### config.mk
export PLATFORM = sky130hd
export DESIGN_NAME = serial_tx_param
export DESIGN_NICKNAME = d
export VERILOG_FILES = /design/src/rtl/serial_tx_param.sv
export SDC_FILE = /design/constraint.sdc
export NUM_CORES = 1
export LEC_CHECK = 0
export CORE_AREA = 2 2 66 56
export DETAILED_ROUTE_END_ITERATION = 10
export DIE_AREA = 0 0 68 58
export DONT_BUFFER_PORTS = 1
export PLACE_DENSITY = 0.54
export SYNTH_ARGS = -nofsm -noshare
export SYNTH_HDL_FRONTEND = slang
export SYNTH_SLANG_ARGS = --single-unit
### constraint.sdc
create_clock -name i_clk -period 1.5 [get_ports i_clk]
set_clock_uncertainty 0.1 [all_clocks]
set_input_delay 0.3 -clock i_clk [delete_from_list [all_inputs] [get_ports i_clk]]
set_output_delay 0.3 -clock i_clk [all_outputs]
set_load 0.02 [all_outputs]
### src/rtl/serial_tx_param.sv
// Parametrised parallel-to-serial transmitter with a one-word holding buffer and gapless framing.
// Optional even-parity bit after each frame when SERIAL_TX_PARITY_EN is defined.
module serial_tx_param #(
   parameter int unsigned DATA_W     = 10,
   parameter bit          MSB_FIRST  = 1'b0,
   parameter bit          IDLE_LEVEL = 1'b0
) (
   input  logic              i_clk,
   input  logic              i_rst_n,
   input  logic              i_tick,
   input  logic              i_valid,
   input  logic [DATA_W-1:0] i_data,
   output logic              o_ready,
   output logic              s_data,
   output logic              o_busy,
   output logic              o_done
);

   localparam int unsigned      CNT_W    = $clog2(DATA_W + 1);
   localparam logic [CNT_W-1:0] CNT_LAST = CNT_W'(DATA_W);
   localparam logic [CNT_W-1:0] CNT_ONE  = CNT_W'(1);

`ifdef SERIAL_TX_PARITY_EN
   typedef enum logic [1:0] {ST_IDLE = 2'd0, ST_SHIFT = 2'd1, ST_PARITY = 2'd2} state_t;
`else
   typedef enum logic [1:0] {ST_IDLE = 2'd0, ST_SHIFT = 2'd1} state_t;
`endif

   // Bit that leaves the shifter next, depending on bit order.
   function automatic logic first_bit_f(input logic [DATA_W-1:0] w);
      return MSB_FIRST ? w[DATA_W-1] : w[0];
   endfunction

   // Shifter advance with zero fill.
   function automatic logic [DATA_W-1:0] advance_f(input logic [DATA_W-1:0] w);
      return MSB_FIRST ? (w << 1) : (w >> 1);
   endfunction

`ifdef SERIAL_TX_PARITY_EN
   // Even parity: XOR of all data bits.
   function automatic logic parity_f(input logic [DATA_W-1:0] w);
      return ^w;
   endfunction

   logic              parity_r;
`endif

   state_t            state_r;
   logic [DATA_W-1:0] buf_r;
   logic              buf_full_r;
   logic              ready_r;
   logic [DATA_W-1:0] shift_r;
   logic [CNT_W-1:0]  cnt_r;
   logic              s_data_r;
   logic              busy_r;
   logic              done_r;
   logic              end_frame_s;
   logic              load_s;

   // Frame-end and shifter-load decisions for the current tick.
   always_comb begin
      end_frame_s = 1'b0;
      load_s      = 1'b0;
      if (i_tick) begin
         case (state_r)
`ifdef SERIAL_TX_PARITY_EN
            ST_PARITY: end_frame_s = 1'b1;
`else
            ST_SHIFT:  end_frame_s = (cnt_r == CNT_LAST);
`endif
            default:   end_frame_s = 1'b0;
         endcase
      end else begin
         end_frame_s = 1'b0;
      end
      load_s = i_tick && buf_full_r && ((state_r == ST_IDLE) || end_frame_s);
   end

   // Holding buffer, line FSM and registered outputs.
   always_ff @(posedge i_clk or negedge i_rst_n) begin
      if (!i_rst_n) begin
         state_r    <= ST_IDLE;
         buf_r      <= {DATA_W{1'b0}};
         buf_full_r <= 1'b0;
         ready_r    <= 1'b1;
         shift_r    <= {DATA_W{1'b0}};
         cnt_r      <= {CNT_W{1'b0}};
         s_data_r   <= IDLE_LEVEL;
         busy_r     <= 1'b0;
         done_r     <= 1'b0;
`ifdef SERIAL_TX_PARITY_EN
         parity_r   <= 1'b0;
`endif
      end else begin
         done_r <= end_frame_s;
         if (i_valid && ready_r) begin
            buf_r      <= i_data;
            buf_full_r <= 1'b1;
            ready_r    <= 1'b0;
         end
         // A load needs a full buffer, so it never collides with an accept.
         if (load_s) begin
            shift_r    <= advance_f(buf_r);
            s_data_r   <= first_bit_f(buf_r);
            cnt_r      <= CNT_ONE;
            state_r    <= ST_SHIFT;
            busy_r     <= 1'b1;
            buf_full_r <= 1'b0;
            ready_r    <= 1'b1;
`ifdef SERIAL_TX_PARITY_EN
            parity_r   <= parity_f(buf_r);
`endif
         end else if (end_frame_s) begin
            s_data_r <= IDLE_LEVEL;
            cnt_r    <= {CNT_W{1'b0}};
            state_r  <= ST_IDLE;
            busy_r   <= 1'b0;
         end else if (i_tick && (state_r == ST_SHIFT)) begin
            if (cnt_r != CNT_LAST) begin
               s_data_r <= first_bit_f(shift_r);
               shift_r  <= advance_f(shift_r);
               cnt_r    <= cnt_r + CNT_ONE;
            end
`ifdef SERIAL_TX_PARITY_EN
            else begin
               state_r  <= ST_PARITY;
               s_data_r <= parity_r;
            end
`endif
         end
      end
   end

   assign o_ready = ready_r;
   assign s_data  = s_data_r;
   assign o_busy  = busy_r;
   assign o_done  = done_r;

endmodule

== After elaboration in Yosys (flattened, before gate mapping) ==
Cells that the tools add are included.

* Flip-flop bits (word level): 31
* Input port bits: 14
* Output and inout bits: 4
* Logic and storage cells: 50

* $add $sub $neg: 1
* Equality and inequality tests: 4
* Multiplexer cells: 22
* Reduce and logical (&&, ||, !) cells: 14

{| class="wikitable"
|+ Operator list
! operator !! number
|-
| two-way mux 10 bit || 4
|-
| two-way mux 4 bit || 4
|-
| two-way mux 1 bit || 12
|-
| nonzero test 2 bit || 4
|-
| nonzero test 3 bit || 2
|-
| adder 4 x 1 -> 4 bit, second input constant || 1
|-
| equality test 4 bit, second input constant || 1
|-
| logical AND 1 bit || 4
|-
| two-way mux 2 bit || 2
|-
| != test 4 bit, second input constant || 1
|-
| AND reduction 3 bit || 1
|-
| equality test 2 x 1 -> 1 bit, second input constant || 1
|-
| zero test 2 bit || 1
|-
| != test 2 x 1 -> 1 bit, second input constant || 1
|-
| AND reduction 2 bit || 1
|-
| logical OR 1 bit || 1
|}

== Logic depth before layout (Yosys ltp) ==
Gate-level depths: netlist of the first run.

* Depth after elaboration: 7
* Gate-level depth with buffers: 6
* Mapped depth without buffers: 5

== Worst setup path after synthesis of the first run ==
No wires, ideal clock.

* Kind: reg2reg
* From: register cnt_r[0]
* To: register s_data_r (netlist: s_data)
* Setup time: 126 ps
* Arrival: 1,202 ps
* Data required time: 1,274 ps
* Path slack: 72 ps
* Cell stages (with the launch flop): 7
* Buffers on the path: 1
* Period minus slack after synthesis: 1,428 ps
* Cell sequence: dfrtp_1 > inv_1 > ha_1 > and3b_1 > buf_4 > nor3b_1 > a221o_1

* Longest elaborated chain between the ends: 7
* Elaborated cells on any way between the ends: 11
* Classes of those cells: eq/ne (2); mux (4); reduce/logical (5)

{| class="wikitable"
|+ RTL lines
! element !! line !! RTL
|-
| start: declaration || 53 || <nowiki>logic [CNT_W-1:0] cnt_r;</nowiki>
|-
| start signal: assignment || 87 || <nowiki>cnt_r <= {CNT_W{1'b0}};</nowiki>
|-
| start signal: assignment || 115 || <nowiki>cnt_r <= {CNT_W{1'b0}};</nowiki>
|-
| start signal: assignment || 122 || <nowiki>cnt_r <= cnt_r + CNT_ONE;</nowiki>
|-
| equality test 4 bit || 69 || <nowiki>ST_SHIFT: end_frame_s = (cnt_r == CNT_LAST);</nowiki>
|-
| two-way mux 1 bit || 65 || <nowiki>case (state_r)</nowiki>
|-
| two-way mux 1 bit || 64 || <nowiki>if (i_tick) begin</nowiki>
|-
| logical OR 1 bit || 76 || <nowiki>load_s = i_tick && buf_full_r && ((state_r == ST_IDLE) || end_frame_s);</nowiki>
|-
| logical AND 1 bit || 76 ||
|-
| nonzero test 3 bit (no line) || -- ||
|-
| AND reduction 2 bit (no line) || -- ||
|-
| end signal: assignment || 104 || <nowiki>s_data_r <= first_bit_f(buf_r);</nowiki>
|-
| end signal: assignment || 120 || <nowiki>s_data_r <= first_bit_f(shift_r);</nowiki>
|-
| end: declaration || 54 || <nowiki>logic s_data_r;</nowiki>
|}

Parallel ways exist; a longest one is shown, timed or not.
A chain may end at the register's enable or synchronous reset.

== Worst setup path after layout of the first run ==
* From: register cnt_r[1]
* To: register cnt_r[3]

* Longest elaborated chain between the ends: 7
* Elaborated cells on any way between the ends: 14
* Classes of those cells: add/sub (1); eq/ne (2); mux (6); reduce/logical (5)

{| class="wikitable"
|+ RTL lines
! element
|-
| parallel branches: the longest is 7 deep, another holds adder 4 x 1 -> 4 bit
|}

Parallel ways; which one is timed is not known. The select of a mux whose other input is x is not followed.

==> flow_summary.yaml, run 1 <==
status:
  status: "completed"
clock_network:
  cts_root_buf: "clkbuf_8"
  cts_max_level: 1
  cts.clk_slew.worst_paths_ns: 0.09
  cts_sinks: 28
  clock_latency_ns: 0.27
  clk_path_buf_depth: 2
  cts_made_buffers: 3
  tritoncts: "yes"
power:
  p_leak_uw: 0.0008506
  peakVddDrop_mv: 0.9015
  p_int_uw: 1120
  p_per_area_nw_per_um2: 883.3
  seqPwrFrac: 0.555
  clkPwrFrac: 0.427
  swShare: 0.1756
  combPwrFrac: 0.018
  switching_power_uw: 238.5
die:
  rows: 19
  design.core.area_sq_um: 3281
  initial_core_util: 0.3814
  die_w_microns: 68
  pin_count: 18
  dieArea_sq_um: 3944
  die_h_microns: 58
finish:
  area_growth_pct: 22.90
  antennaDiodeCount: 0
  drive_gt1_frac: 0.3729
  finalNonFillerCells: 160
  fillers: 313
  layout_commonest_cell: "dfrtp_1"
  final_cell_area_sq_um: 1538
  final_cell_mix: "dfrtp_1 (27), buf_4 (15), mux2_2 (10), a21oi_1 (10), mux2i_1 (9)"
  nNetsFinal: 135
yosys:
  yosys_register_bits: 28
  async_flop_share: 1.000
  synth_nets: 118
  syn_inst: 102
  yosys_most_used_dff: "dfrtp_1"
  yosys_warnings: 0
  yosysSeqAreaShare: 0.5610
  synthXorXnorAreaFrac: 0
  muxShareOfSynthArea: 0.1710
  syn_area_sq_um: 1251
  synth_compound_area_frac: 0.1060
  synth_simple_gate_area_frac: 0.1040
  synth_edf_count: 0
  synth_cell_type_count: 26
  synth_top_family_by_area: "multiplexers"
  synth-adder-area-share: 0.02000
  syn_area_per_cell_sq_um: 12.27
routing:
  vias: 845
  wirelength_microns: 2401
  drt-vias-per-instance: 5.281
  drtPass1Iterations: 4
  post-route-drc-count: 0
  detail-route-antenna-nets: 0
  dr.first_iter.drc_count: 18
  avgRoutedWirePerCell_microns: 15.01
timing:
  layout_setup_ws_ns: 0.02471
  tightest_slew_ns: 0.4538
  drv_slew: 0
  slew_headroom: 0.6967
  post-route-min-period_ns: 1.475
  setup_viol_count_final: 0
  fin_crit_sh: 0.9835
  hold_viol: 0
  fmax_mhz: 677.8
  setup-tns-final_ns: 0
  rsz0062_at_grt: "false"
placed_design:
  io_buffers: 0
  pre_cts_ws_ns: -0.08918
  place_area_sq_um: 1358
  dp_hpwl_microns: 1696
  placed_cells: 151
  gp_congestion: 0.8350
grt:
  antenna_found_initial: 0
  track_usage: 0.1367
  grt_overflow: 0
  grt_pass1_wl_microns: 4015
  grt_pass1_vias: 864
  grt_start_max_net_pins: 29
critical_path:
  ff2ff_setup_slack_ns: 0.02
  cp.required_ns: 1.57
  path_class: "reg -> reg"
  critical_path_arrival_ns: 1.54
  crit_path_max_fanout: 3
  worstSetupStartpointType: "flop"
  critPathCaptureType: "flop"
worst_hold_path:
  hp-class: "in -> reg"
run:
  drv_cap: 0
[cell type report]
type                            instances  area (sq um)  share of cell area
Clock inverter                          1         30.03             0.01953
Tap cell                               42         52.55             0.03417
Timing Repair Buffer                   17         142.6             0.09276
Clock buffer                            3         41.29             0.02685
Multi-Input combinational cell         66         558.0              0.3629
Sequential cell                        28         701.9              0.4565
Inverter                                3         11.26            0.007323
[power by group through the flow]
stage	clock network, uW	registers (uW)	logic, uW
3_3_place_gp	0	769	2.33
3_5_place_dp	0	769	2.50
2_1_floorplan	0	769	7.46
4_1_cts	603	754	26.0
6_report	579	754	24.7
5_1_grt	633	754	28.4
[metrics by stage]
step	utilization	total power, uW	hold WS [ns]
after detailed placement	0.4138	771.8	-0.09489
after global routing	0.4687	1416	0.05546
after CTS	0.4519	1384	0.06294
after global placement	0.4138	771.7	-0.09495
final	0.4687	1358	0.07193
after floorplan	-	776.8	-0.09559
[registers in the layout (all words and copies together) (netlist names)]
signal / cells
o_done: 1
o_ready: 1
o_busy: 1
s_data: 1
shift_r: 9
buf_r: 10
buf_full_r: 1
cnt_r: 4
[Yosys cell counts (all sizes together), types with 2 or more instances]
cell type	instances	area (sq um)
a21oi	12	63.81
a32o	3	30.03
buf	5	36.28
dfrtp	27	675.7
ha	2	25.02
inv	3	11.26
mux2	11	123.9
mux2i	9	90.09
nand2	7	26.28
nand3	2	22.52
nor2	2	7.510
nor3	8	40.04
o21ai	3	15.01
[worst max-delay path, stage by stage (launching register included)]
cell	delay (ns)
dfrtp_1	0.43
buf_4	0.16
nand3_1	0.09
mux2_1	0.34
a32o_1	0.26
[logic make-up (layout without fill, tap and decap cells)]
kind of cell | count (synthesis) | count (layout)
AOI/OAI and AO/OA | 21 | 21
adders and majority gates | 2 | 2
buffers and inverters | 8 | 24
DFF | 28 | 28
muxes | 20 | 20
and+or+nand+nor | 23 | 23
[layer usage]
metal	track usage	up-vias	part of all wire
li1	-	400	-
met1	0.2058	426	0.48
met2	0.1886	17	0.46
met3	0.05243	2	0.047
met4	0.02571	0	0.0067
met5	0	-	0
[repair_timing]
action                                  CTS  global route
pin swaps                                 0             1
endpoints found under the setup margin    1            10
gates resized for setup                   1            11
hold buffers                              2             0
setup buffers                             3             0
hold endpoints to repair                 28             0
[final timing paths]
path / to / startpoint / cells after the start
min: buf_r[9] / i_data[9] / 1
max: cnt_r[3] / cnt_r[1] / 4
min in group asynchronous: buf_r[6] / i_rst_n / 2
max reg2reg: cnt_r[3] / cnt_r[1] / 4
min reg2reg: buf_r[7] / buf_r[7] / 1
max in group asynchronous: o_ready / i_rst_n / 2
No activity file was read; power rests on OpenSTA's default activity.
==> run 2, diff against run 1 <==
--- a/config.mk
+++ b/config.mk
@@ -6,6 +6,7 @@
 export NUM_CORES = 1
 export LEC_CHECK = 0
 export CORE_AREA = 2 2 66 56
+export CTS_CLUSTER_DIAMETER = 150
 export DETAILED_ROUTE_END_ITERATION = 10
 export DIE_AREA = 0 0 68 58
 export DONT_BUFFER_PORTS = 1
==> results of run 2 <==
Final layout, timing and power as in run 1 (identical DEF).
==> run 3, diff against run 2 <==
--- a/config.mk
+++ b/config.mk
@@ -10,7 +10,10 @@
 export DETAILED_ROUTE_END_ITERATION = 10
 export DIE_AREA = 0 0 68 58
 export DONT_BUFFER_PORTS = 1
+export GPL_ROUTABILITY_DRIVEN = 0
 export PLACE_DENSITY = 0.54
+export SETUP_SLACK_MARGIN = 0.4
+export SLEW_MARGIN = 20
 export SYNTH_ARGS = -nofsm -noshare
 export SYNTH_HDL_FRONTEND = slang
 export SYNTH_SLANG_ARGS = --single-unit
==> run 3 against run 2 <==
Cell count rose by 5.0%. Total power fell by 13%. Worst setup slack improved by 0.016 ns. Fmax rose by 1.1%. Sequential power barely moved. Clock power fell by 30%. Non-clock buffer count rose by 7. Critical path type unchanged. First-iteration DRC count rose to 3.2 times the previous value. Largest cell class unchanged. Largest power group unchanged.
==> flow_summary.yaml, run 3 (same netlist as run 1, synthesis figures left out) <==
critical_path:
  worstSetupStartpointType: "flop"
  critical-path-top-delay-family: "flip-flops"
  critPathCaptureType: "flop"
  critical_path_arrival_ns: 1.51
  cp.buffers_inverters: 1
  path_cells: "inv_2 > ha_4 > and3b_2 > nor3b_2 > a221o_1"
  cp.required_ns: 1.55
  slowest_delay_ns: 0.42
  path_class: "reg -> reg"
  cpMaxStageDelayCell: "dfrtp_1"
  crit_path_max_fanout: 3
timing:
  rsz0062_at_grt: "true"
  setup_viol_count_final: 0
  slew_headroom: 0.8527
  drv_slew: 0
  fmax_mhz: 685.2
  hold_viol: 0
  fin_crit_sh: 0.9729
  post-route-min-period_ns: 1.459
  tightest_slew_ns: 0.2209
  whs_ns: 0.07185
  setup-tns-final_ns: 0
power:
  p_per_area_nw_per_um2: 693.5
  seqPwrFrac: 0.636
  combPwrFrac: 0.022
  total_power_uw: 1185
  p_leak_uw: 0.0008568
  clkPwrFrac: 0.342
  switching_power_uw: 232.1
  peakVddDrop_mv: 0.5236
  p_int_uw: 953.1
  swShare: 0.1959
finish:
  layout_commonest_cell: "dfrtp_1"
  drive_gt1_frac: 0.4921
  nNetsFinal: 143
  finalNonFillerCells: 168
  final_cell_mix: "dfrtp_1 (24), buf_4 (15), a21oi_1 (10), mux2_2 (9), mux2i_1 (9)"
  area_growth_pct: 36.60
  fillers: 289
  largest_reg_flops: 10
  top_regs: "buf_r: 10 flops, shift_r: 9 flops, cnt_r: 4 flops"
  antennaDiodeCount: 0
  fin_util: 0.5210
  largest_register: "buf_r"
clock_network:
  cts_made_buffers: 3
  cts_root_buf: "clkbuf_8"
  cts_max_level: 1
  cts_sinks: 28
  cts.clk_slew.worst_paths_ns: 0.09
  tritoncts: "yes"
  clock_latency_ns: 0.27
  clk_path_buf_depth: 2
grt:
  grt_overflow: 0
  grt_pass1_wl_microns: 4733
  grt_start_max_net_pins: 29
  grt_pass1_vias: 936
  track_usage: 0.1639
  antenna_found_initial: 0
routing:
  post-route-drc-count: 0
  drtPass1Iterations: 4
  detail-route-antenna-nets: 0
  dr.first_iter.drc_count: 58
  avgRoutedWirePerCell_microns: 17.09
  wirelength_microns: 2871
  drt-vias-per-instance: 5.393
  vias: 906
die:
  initial_core_util: 0.3814
  design.core.area_sq_um: 3281
  die_w_microns: 68
  die_h_microns: 58
  pin_count: 18
  dieArea_sq_um: 3944
  rows: 19
status:
  status: "completed"
worst_hold_path:
  hp-class: "in -> reg"
placed_design:
  io_buffers: 0
  placed_cells: 147
  dp_hpwl_microns: 1653
run:
  drv_cap: 0
## run 3: cell type report
class | instances | area, sq um | area share
Clock buffer | 4 | 45.04 | 0.02635
Inverter | 3 | 11.26 | 0.006589
Multi-Input combinational cell | 67 | 669.4 | 0.3917
Sequential cell | 28 | 705.7 | 0.4129
Tap cell | 42 | 52.55 | 0.03075
Timing Repair Buffer | 24 | 225.2 | 0.1318
## run 3: final timing paths
path	from	endpoint	slack, ns	depth (start not counted)
max	cnt_r[0]	s_data	0.04	5
min	i_data[5]	buf_r[5]	0.07	1
max reg2reg	cnt_r[0]	s_data	0.04	5
min reg2reg	buf_r[8]	buf_r[8]	0.42	1
max in group asynchronous	i_rst_n	o_ready	0.69	2
min in group asynchronous	i_rst_n	o_done	0.36	2
## run 3: power groups by stage
stage	clock, uW	combinational (uW)	sequential [uW]
floorplan	0	7.64	769
global placement	0	2.46	769
detailed placement	0	2.74	769
CTS	428	26.9	754
global route	469	29.3	754
finish	405	25.7	754
## run 3: routing by layer
layer	global-route usage	routed length [microns]	up-vias
li1	-	-	419
met1	0.2289	1325	463
met2	0.2469	1367	20
met3	0.04854	127	4
met4	0.04857	51	0
met5	0	0	-
## run 3: through the flow
| step | setup slack (ns) | cell area [sq um] |
|---|---|---|
| finish | 0.04066 | 1709 |
| global route | -0.006304 | 1709 |
| CTS | 0.1074 | 1649 |
| detailed placement | 0.05459 | 1354 |
| global placement | 0.07621 | 1354 |
| floorplan | 0.1253 | 1290 |
## run 3: repair_timing
item                                    CTS  global route
hold buffers                              2             0
resized for setup                        26             8
cloned                                    1             0
endpoints found under the hold margin    28             0
buffers inserted                         11             3
endpoints found under the setup margin   32            32
pin swaps                                13             2
